### src/rtl/capture_fb_writer_pkg.sv
// Shared definitions for the capture framebuffer writer: default geometry,
// bank index type, FSM state encoding and buffer sizing helper.
package capture_fb_writer_pkg;

  localparam int H_ACTIVE_DEF = 224;
  localparam int V_ACTIVE_DEF = 144;

  typedef logic [1:0] bank_t;

  typedef enum logic {
    ST_IDLE   = 1'b0,
    ST_ACTIVE = 1'b1
  } state_t;

  // Number of BRAM words one frame bank occupies (last word may be partial).
  function automatic int words_per_buf(input int total, input int ppw);
    return (total + ppw - 1) / ppw;
  endfunction

endpackage

### src/rtl/capture_fb_writer_pixel_packer.sv
// Packs PXL_PER_WORD pixels into one BRAM word (slot 0 in the low bits),
// flushes early on the last pixel of a frame with zero padding, and emits
// a registered one-cycle write strobe with its word address.
module capture_fb_writer_pixel_packer
  import capture_fb_writer_pkg::*;
#(
  parameter int PXL_W        = 12,
  parameter int PXL_PER_WORD = 3,
  parameter int ADDR_W       = 16
) (
  input  logic                          clk,
  input  logic                          rstN,
  input  logic                          clear,
  input  logic                          pix_vld,
  input  logic [PXL_W-1:0]              pix_data,
  input  logic                          pix_last,
  input  logic [ADDR_W-1:0]             base_addr,
  output logic                          word_vld,
  output logic [ADDR_W-1:0]             word_addr,
  output logic [PXL_W*PXL_PER_WORD-1:0] word_data
);

  localparam int WORD_W = PXL_W * PXL_PER_WORD;
  localparam int SLOT_W = (PXL_PER_WORD > 1) ? $clog2(PXL_PER_WORD) : 1;
  localparam logic [SLOT_W-1:0] SLOT_LAST = SLOT_W'(PXL_PER_WORD - 1);

  logic [SLOT_W-1:0] slot_q, slot_d;
  logic [WORD_W-1:0] acc_q, acc_d;
  logic [ADDR_W-1:0] idx_q, idx_d;
  logic              vld_q, vld_d;
  logic [ADDR_W-1:0] addr_q, addr_d;
  logic [WORD_W-1:0] data_q, data_d;

  // Fill the current slot; on a full word or frame end, latch the word out
  // and start the next one from an all-zero accumulator.
  always_comb begin
    slot_d = slot_q;
    acc_d  = acc_q;
    idx_d  = idx_q;
    vld_d  = 1'b0;
    addr_d = addr_q;
    data_d = data_q;
    if (clear) begin
      slot_d = '0;
      acc_d  = '0;
      idx_d  = '0;
    end
    if (pix_vld) begin
      for (int s = 0; s < PXL_PER_WORD; s++) begin
        if (slot_d == SLOT_W'(s)) acc_d[s*PXL_W +: PXL_W] = pix_data;
      end
      if (slot_d == SLOT_LAST || pix_last) begin
        vld_d  = 1'b1;
        data_d = acc_d;
        addr_d = base_addr + idx_d;
        idx_d  = idx_d + ADDR_W'(1);
        slot_d = '0;
        acc_d  = '0;
      end else begin
        slot_d = slot_d + SLOT_W'(1);
      end
    end
  end

  // Packer state and write-port registers; reset drops any pending word.
  always_ff @(posedge clk or negedge rstN) begin
    if (!rstN) begin
      slot_q <= '0;
      acc_q  <= '0;
      idx_q  <= '0;
      vld_q  <= 1'b0;
      addr_q <= '0;
      data_q <= '0;
    end else begin
      slot_q <= slot_d;
      acc_q  <= acc_d;
      idx_q  <= idx_d;
      vld_q  <= vld_d;
      addr_q <= addr_d;
      data_q <= data_d;
    end
  end

  assign word_vld  = vld_q;
  assign word_addr = addr_q;
  assign word_data = data_q;

endmodule

### src/rtl/capture_fb_writer.sv
// Framebuffer write controller between video capture and the BRAM write
// port. Tracks frame geometry, rejects malformed frames, and rotates
// NUM_BUF banks so readout only ever sees complete frames.
module capture_fb_writer
  import capture_fb_writer_pkg::*;
#(
  parameter int H_ACTIVE     = H_ACTIVE_DEF,
  parameter int V_ACTIVE     = V_ACTIVE_DEF,
  parameter int PXL_W        = 12,
  parameter int PXL_PER_WORD = 3,
  parameter int NUM_BUF      = 3,
  parameter int ADDR_W       = 16
) (
  input  logic                          clk,
  input  logic                          rstN,
  input  logic                          pxlValid,
  input  logic [PXL_W-1:0]              pxlData,
  input  logic                          lineStart,
  input  logic                          frameStart,
  input  logic                          rdFrameStart,
  input  logic                          freeze,
  output logic                          wrEn,
  output logic [ADDR_W-1:0]             wrAddr,
  output logic [PXL_W*PXL_PER_WORD-1:0] wrData,
  output logic [1:0]                    rdBank,
  output logic [7:0]                    frameCnt,
  output logic [7:0]                    errCnt
);

  localparam int TOTAL = H_ACTIVE * V_ACTIVE;
  localparam int WPB   = words_per_buf(TOTAL, PXL_PER_WORD);
  localparam int X_W   = $clog2(H_ACTIVE + 1);
  localparam int Y_W   = $clog2(V_ACTIVE + 1);
  localparam int P_W   = $clog2(TOTAL + 1);

  localparam logic [X_W-1:0]    X_END    = X_W'(H_ACTIVE);
  localparam logic [Y_W-1:0]    Y_END    = Y_W'(V_ACTIVE);
  localparam logic [Y_W-1:0]    Y_LAST   = Y_W'(V_ACTIVE - 1);
  localparam logic [P_W-1:0]    P_END    = P_W'(TOTAL);
  localparam logic [P_W-1:0]    P_LAST   = P_W'(TOTAL - 1);
  localparam logic [ADDR_W-1:0] WPB_A    = ADDR_W'(WPB);
  localparam bank_t             BANK_RST = (NUM_BUF == 1) ? 2'd0 : 2'd1;

  if (NUM_BUF < 1 || NUM_BUF > 3) begin : g_bad_num_buf
    $error("capture_fb_writer: NUM_BUF must be 1, 2 or 3");
  end
  if (longint'(NUM_BUF) * longint'(WPB) > (longint'(1) << ADDR_W)) begin : g_bad_addr_w
    $error("capture_fb_writer: NUM_BUF banks do not fit in ADDR_W address space");
  end

  state_t          state_q, state_d;
  logic [X_W-1:0]  x_q, x_d;
  logic [Y_W-1:0]  y_q, y_d;
  logic [P_W-1:0]  p_q, p_d;
  logic            bad_q, bad_d;
  bank_t           wr_bank_q, wr_bank_d;
  bank_t           latest_q, latest_d;
  bank_t           rd_bank_q, rd_bank_d;
  logic [7:0]      frame_cnt_q, frame_cnt_d;
  logic [7:0]      err_cnt_q, err_cnt_d;

  logic            restart;
  logic            close_good;
  logic            pix_ok;
  logic            pix_last;
  logic [ADDR_W-1:0] base_addr;

  // Frame FSM, geometry counters, frame closure, bank rotation and readout
  // bank selection. Frame events are resolved before the same-cycle pixel,
  // so a pixel arriving with frameStart/lineStart belongs to the new one.
  always_comb begin
    state_d     = state_q;
    x_d         = x_q;
    y_d         = y_q;
    p_d         = p_q;
    bad_d       = bad_q;
    wr_bank_d   = wr_bank_q;
    latest_d    = latest_q;
    rd_bank_d   = rd_bank_q;
    frame_cnt_d = frame_cnt_q;
    err_cnt_d   = err_cnt_q;
    restart     = 1'b0;
    close_good  = 1'b0;
    pix_ok      = 1'b0;
    pix_last    = 1'b0;

    case (state_q)
      ST_IDLE: begin
        if (frameStart) begin
          state_d = ST_ACTIVE;
          restart = 1'b1;
        end
      end
      ST_ACTIVE: begin
        if (frameStart) begin
          restart = 1'b1;
          // First line has no lineStart, so a complete frame ends on V_ACTIVE-1.
          if (!bad_q && p_q == P_END && y_q == Y_LAST) begin
            close_good = 1'b1;
          end else if (err_cnt_q != 8'hFF) begin
            err_cnt_d = err_cnt_q + 8'd1;
          end
        end else if (lineStart) begin
          if (x_q != X_END) bad_d = 1'b1;
          x_d = '0;
          // Saturate so surplus lines can never wrap back to a valid count.
          if (y_q != Y_END) y_d = y_q + Y_W'(1);
        end
      end
      default: state_d = ST_IDLE;
    endcase

    if (restart) begin
      x_d   = '0;
      y_d   = '0;
      p_d   = '0;
      bad_d = 1'b0;
    end

    if (close_good) begin
      latest_d    = wr_bank_q;
      frame_cnt_d = frame_cnt_q + 8'd1;
    end

    // Same-cycle closure bypasses straight to the freshly completed bank.
    if (rdFrameStart && !freeze) begin
      rd_bank_d = close_good ? wr_bank_q : latest_q;
    end

    // Next write bank avoids both the displayed and the newest frame.
    if (close_good) begin
      if (NUM_BUF == 1) begin
        wr_bank_d = 2'd0;
      end else if (NUM_BUF == 2) begin
        wr_bank_d = (wr_bank_q == 2'd0) ? 2'd1 : 2'd0;
      end else if (rd_bank_d != wr_bank_q) begin
        wr_bank_d = 2'd3 - rd_bank_d - wr_bank_q;
      end else begin
        wr_bank_d = (wr_bank_q == 2'd2) ? 2'd0 : wr_bank_q + 2'd1;
      end
    end

    if (pxlValid && state_d == ST_ACTIVE && x_d < X_END && y_d < Y_END) begin
      pix_ok   = 1'b1;
      pix_last = (p_d == P_LAST);
      x_d      = x_d + X_W'(1);
      p_d      = p_d + P_W'(1);
    end
  end

  assign base_addr = ADDR_W'(wr_bank_d) * WPB_A;

  // Control and status registers; asynchronous reset returns to idle.
  always_ff @(posedge clk or negedge rstN) begin
    if (!rstN) begin
      state_q     <= ST_IDLE;
      x_q         <= '0;
      y_q         <= '0;
      p_q         <= '0;
      bad_q       <= 1'b0;
      wr_bank_q   <= BANK_RST;
      latest_q    <= 2'd0;
      rd_bank_q   <= 2'd0;
      frame_cnt_q <= 8'd0;
      err_cnt_q   <= 8'd0;
    end else begin
      state_q     <= state_d;
      x_q         <= x_d;
      y_q         <= y_d;
      p_q         <= p_d;
      bad_q       <= bad_d;
      wr_bank_q   <= wr_bank_d;
      latest_q    <= latest_d;
      rd_bank_q   <= rd_bank_d;
      frame_cnt_q <= frame_cnt_d;
      err_cnt_q   <= err_cnt_d;
    end
  end

  capture_fb_writer_pixel_packer #(
    .PXL_W        (PXL_W),
    .PXL_PER_WORD (PXL_PER_WORD),
    .ADDR_W       (ADDR_W)
  ) u_packer (
    .clk       (clk),
    .rstN      (rstN),
    .clear     (restart),
    .pix_vld   (pix_ok),
    .pix_data  (pxlData),
    .pix_last  (pix_last),
    .base_addr (base_addr),
    .word_vld  (wrEn),
    .word_addr (wrAddr),
    .word_data (wrData)
  );

  assign rdBank   = rd_bank_q;
  assign frameCnt = frame_cnt_q;
  assign errCnt   = err_cnt_q;

endmodule

### config.mk
export PLATFORM = sky130hd
export DESIGN_NAME = capture_fb_writer
export DESIGN_NICKNAME = d
export VERILOG_FILES = /design/src/rtl/capture_fb_writer_pkg.sv /design/src/rtl/capture_fb_writer_pixel_packer.sv /design/src/rtl/capture_fb_writer.sv
export SDC_FILE = /design/constraint.sdc
export NUM_CORES = 1
export LEC_CHECK = 0
export BUFFER_PORTS_ARGS = -buffer_cell sky130_fd_sc_hd__buf_2
export CAP_MARGIN = 20
export CORE_AREA = 2 2 200 202
export CTS_BUF_LIST = sky130_fd_sc_hd__clkbuf_4
export CTS_CLUSTER_DIAMETER = 60
export DETAILED_ROUTE_END_ITERATION = 8
export DIE_AREA = 0 0 202 204
export REMOVE_ABC_BUFFERS = 1
export SYNTH_ARGS = -nofsm -noshare
export SYNTH_HDL_FRONTEND = slang
export SYNTH_HIERARCHICAL = 1
export SYNTH_SLANG_ARGS = --single-unit
### constraint.sdc
create_clock -name clk -period 10.2 [get_ports clk]
set_input_delay 0.51 -clock clk [delete_from_list [all_inputs] [get_ports clk]]
set_output_delay 0.51 -clock clk [all_outputs]
set_load 0.1 [all_outputs]
==> summary.txt <==
Global routing
  • Remaining global-route overflow: 0
  • Maximum number of pins on one net before global-route repair: 104
  • Global-route wire length before repair: 36290 microns
  • Global-route usage over all layers: 0.1094
  • Antenna violations before repair: 1
  • Vias in the first global route: 6916

Floorplanning
  • Initial core utilization: 0.2261
  • Core ar.: 0.03918 sq mm
  • Number of top-level pins: 90
  • Area of the die: 0.04121 sq mm
  • Die width: 202 microns
  • Die Y-Extent: 204 microns
  • Row count: 73

Detailed routing
  • Per-cell routed wire length: 14.23 microns
  • Number of remaining DRC errors: 0
  • Final wirelength: 22220 microns
  • DRT iter0 DRCs: 483
  • Vias after detailed routing: 7124
  • Length of the first detailed-routing pass in iterations: 5
  • Number of nets still failing antenna checks after routing: 0
  • Detailed-route vias per instance: 4.564

Synthesis
  • EDFF count, synth: 0
  • Asr flop ratio synth: 1.000
  • Most frequent cell after synthesis: sky130_fd_sc_hd__dfrtp_1
  • Number of distinct library cell variants in the gate-level netlist after synthesis: 81
  • Number of storage elements in the synthesis netlist: 162
  • Syn Inst Count: 960
  • Synth Warn #: 6
  • Mean area per synthesized cell: 9.229 sq um
  • Top FF cell, synth: sky130_fd_sc_hd__dfrtp_1
  • Cell type with the largest total area after synthesis: sky130_fd_sc_hd__dfrtp_1
  • Synthesized cell area: 0.008860 sq mm
  • Area share of the largest cell type after synthesis: 0.4547
  • Synth cell count leaders: sky130_fd_sc_hd__dfrtp_1, sky130_fd_sc_hd__nand2_1, sky130_fd_sc_hd__nor2_1, sky130_fd_sc_hd__o21ai_0, sky130_fd_sc_hd__a21oi_1
  • Leading cell types by total area after synthesis: sky130_fd_sc_hd__dfrtp_1, sky130_fd_sc_hd__nand2_1, sky130_fd_sc_hd__xnor2_1, sky130_fd_sc_hd__o21ai_0, sky130_fd_sc_hd__a21oi_1
  • Share of the yosys chip area belonging to registers: 0.4577

Timing
  • Skew final: 0.03120 ns
  • Final hold viol count: 0
  • Final setup violation count: 0
  • Crit share post-route: 0.5905
  • Max-slew headroom at the worst pin: 0.2632
  • Setup TNS: 0 ns
  • Time the final worst path needs with I/O delays and setup: 6.023 ns
  • Setup repair after global routing missed its margin: false
  • Measured slew at the worst slew-check pin: 1.105 ns
  • Peak Freq: 166.0 MHz
  • Slew Limit Fails: 0
  • Worst setup slack after layout: 4.177 ns

Clock network
  • Hold-fix buffers at CTS: 0
  • Maximum buffer depth of the clock tree: 2
  • Post-cts repair resize count: 0
  • Clock net sink count: 162
  • Skew-Pair Late Insertion Delay: 0.59 ns
  • Inserted Clock Buffers: 17
  • # Post-CTS Setup Buffers: 0
  • TritonCTS clock tree: yes
  • CTS root buffer: sky130_fd_sc_hd__clkbuf_4
  • H-tree level count: 4
  • Clk slew on worst S/H paths: 0.15 ns

Power and ir drop
  • Sequential fraction of design power: 0.380
  • Fraction of power consumed by the clock network: 0.199
  • Reported leakage power: 4.412 nW
  • Total power: 2.118 mW
  • Internal Pwr Total: 1.029 mW
  • Worst IR Drop VDD: 0.1420 mV
  • Sw Pwr: 1.089 mW
  • Power density of the placed cells: 210.2 mW/mm^2
  • Fraction of power consumed by combinational cells: 0.421
  • Fraction of power spent switching nets: 0.5141

Place
  • Pre-CTS WS: 4.231 ns
  • IO buf count: 89
  • Cell count after placement: 1528
  • Area of placed instances: 0.009756 sq mm
  • HPWL after DPL: 15230 microns
  • Global placement routability congestion: 0.7951

Setup path
  • Critical path startpoint category: register
  • Largest stage delay, worst path: 0.88 ns
  • Sort of element at the end of the critical path: register
  • Most frequent cell on the critical path: sky130_fd_sc_hd__a21oi_1
  • Series of cell instances along the critical path: or4_1, or3_4, nor4_4, mux2_2, mux2_2, ha_1, nor3b_1, a21oi_1, nand3_1, o221ai_1, a21oi_1, ha_1, nand2b_1, o21bai_1, a31oi_1, o21ai_0, nand2b_1, a21oi_1, a211o_1
  • Category of the most critical setup path: register to register
  • Data arrival at the endpoint of the critical path: 6.50 ns
  • Critical-path maximum fanout: 14
  • Worst Path Required: 10.68 ns
  • CP max-delay cell: sky130_fd_sc_hd__a21oi_1

Final layout
  • Final design instance area without fill: 0.01008 sq mm
  • Number of non-filler instances in the completed layout: 1561
  • Net count of the finished layout: 1057
  • Fraction of final layout cells sized beyond drive strength 1: 0.1517
  • Count of fill cells added during filler insertion: 4201
  • Area overhead of the layout relative to synthesis: 13.73%

Outcome
  • Result of the run: completed

Hold path
  • HP Class: input pin to asynchronous set/reset pin

Run
  • Max-cap violations: 0
## sequential cells by signal (all words and copies together) (netlist names), 2 cells and up
name and count:
rdBank 2, latest_q 2, x_q 8, u_packer/acc_q 36, wr_bank_q 2, p_q 15, u_packer/idx_q 16, frameCnt 8
y_q 8, u_packer/slot_q 2, u_packer/word_addr 16, u_packer/word_data 36, errCnt 8
## per-stage QoR
| step | hold WS [ns] | util |
|---|---|---|
| final | 0.02107 | 0.2571 |
| after global routing | 0.07267 | 0.2571 |
| after CTS | 0.03847 | 0.2571 |
| after detailed placement | 0.4617 | 0.2490 |
| after global placement | 0.4523 | 0.2490 |
| after floorplan | 0.2144 | - |
## power groups by stage
stage	Clock, mW	Combinational, mW	Sequential [mW]
4_1_cts	0.442	0.897	0.807
5_1_grt	0.468	0.935	0.820
3_3_place_gp	0	0.892	0.815
2_1_floorplan	0	0.152	1.38
3_5_place_dp	0	0.897	0.819
6_report	0.422	0.892	0.805
## path summary, 6_finish.rpt
check | from | endpoint | slack (ns) | depth (start not counted)
min in group clk | frameStart | y_q[3] | 0.17 | 2
hold / removal | rstN | errCnt[5] | 0.02 | 1
hold reg to reg | frameCnt[7] | frameCnt[7] | 0.48 | 1
max in group asynchronous | rstN | u_packer/acc_q[21] | 8.78 | 2
setup / recovery | p_q[3] | u_packer/word_addr[15] | 4.18 | 19
setup reg to reg | p_q[3] | u_packer/word_addr[15] | 4.18 | 19
## per-layer routing
layer | GRT usage | up-vias | wire, microns
met4 | 0.03125 | 0 | 249
met2 | 0.1820 | 103 | 10690
li1 | - | 3523 | -
met5 | 0 | - | 0
met1 | 0.1434 | 3479 | 10590
met3 | 0.02296 | 19 | 683
## worst max-delay path: cells and delay by family (launching register included)
family / cells / cell delay (ns)
DFF: 1 / 0.44
AOI/OAI and AO/OA: 8 / 1.94
and+or+nand+nor: 7 / 2.05
muxes: 2 / 0.70
adders and majority gates: 2 / 0.79
## logic make-up (layout without fill, tap and decap cells)
kind of cell | Yosys count | count (layout) | share of synthesized area
AND/OR/NAND/NOR | 367 | 367 | 0.2094
AO/OA/AOI/OAI | 245 | 245 | 0.1819
flip-flops | 162 | 162 | 0.4577
buffers and inverters | 90 | 149 | 0.04688
XOR/XNOR | 67 | 67 | 0.06623
adder cells (fa/ha/maj) | 18 | 18 | 0.02500
multiplexers | 10 | 10 | 0.01243
other | 1 | 18 | 0.0004233
## final cells by class
cell class                 instances  area, sq um  share of cell area
clock inverter                    15        190.2             0.01887
clock buffer                      17        127.6             0.01267
multi-input combinational        724         4461              0.4427
inverter                          21        78.83            0.007823
timing repair buffer              96        504.2             0.05004
antenna                            1        2.502           0.0002484
sequential                       162         4055              0.4025
tap                              525        656.9             0.06519
## cells in the final DEF, fill, tap and decap left out, types with 7 or more instances in the layout
| master | instances |
|---|---|
| sky130_fd_sc_hd__nor2b_1 | 23 |
| sky130_fd_sc_hd__buf_4 | 7 |
| sky130_fd_sc_hd__inv_1 | 19 |
| sky130_fd_sc_hd__mux2_2 | 8 |
| sky130_fd_sc_hd__nor3b_1 | 16 |
| sky130_fd_sc_hd__ha_1 | 16 |
| sky130_fd_sc_hd__a32o_1 | 23 |
| sky130_fd_sc_hd__clkbuf_4 | 17 |
| sky130_fd_sc_hd__and3_1 | 21 |
| sky130_fd_sc_hd__a21oi_1 | 61 |
| sky130_fd_sc_hd__o21ai_0 | 71 |
| sky130_fd_sc_hd__o211ai_1 | 12 |
| sky130_fd_sc_hd__nand3_1 | 30 |
| sky130_fd_sc_hd__o21ai_1 | 9 |
| sky130_fd_sc_hd__nand4_1 | 21 |
| sky130_fd_sc_hd__xnor2_1 | 44 |
| sky130_fd_sc_hd__dfrtp_1 | 161 |
| sky130_fd_sc_hd__nor2_1 | 80 |
| sky130_fd_sc_hd__nand2_1 | 120 |
| sky130_fd_sc_hd__a31oi_1 | 15 |
| sky130_fd_sc_hd__or3_1 | 14 |
| sky130_fd_sc_hd__buf_2 | 88 |
| sky130_fd_sc_hd__xor2_1 | 23 |
| sky130_fd_sc_hd__conb_1 | 17 |
(Power assumes the default switching activity.)
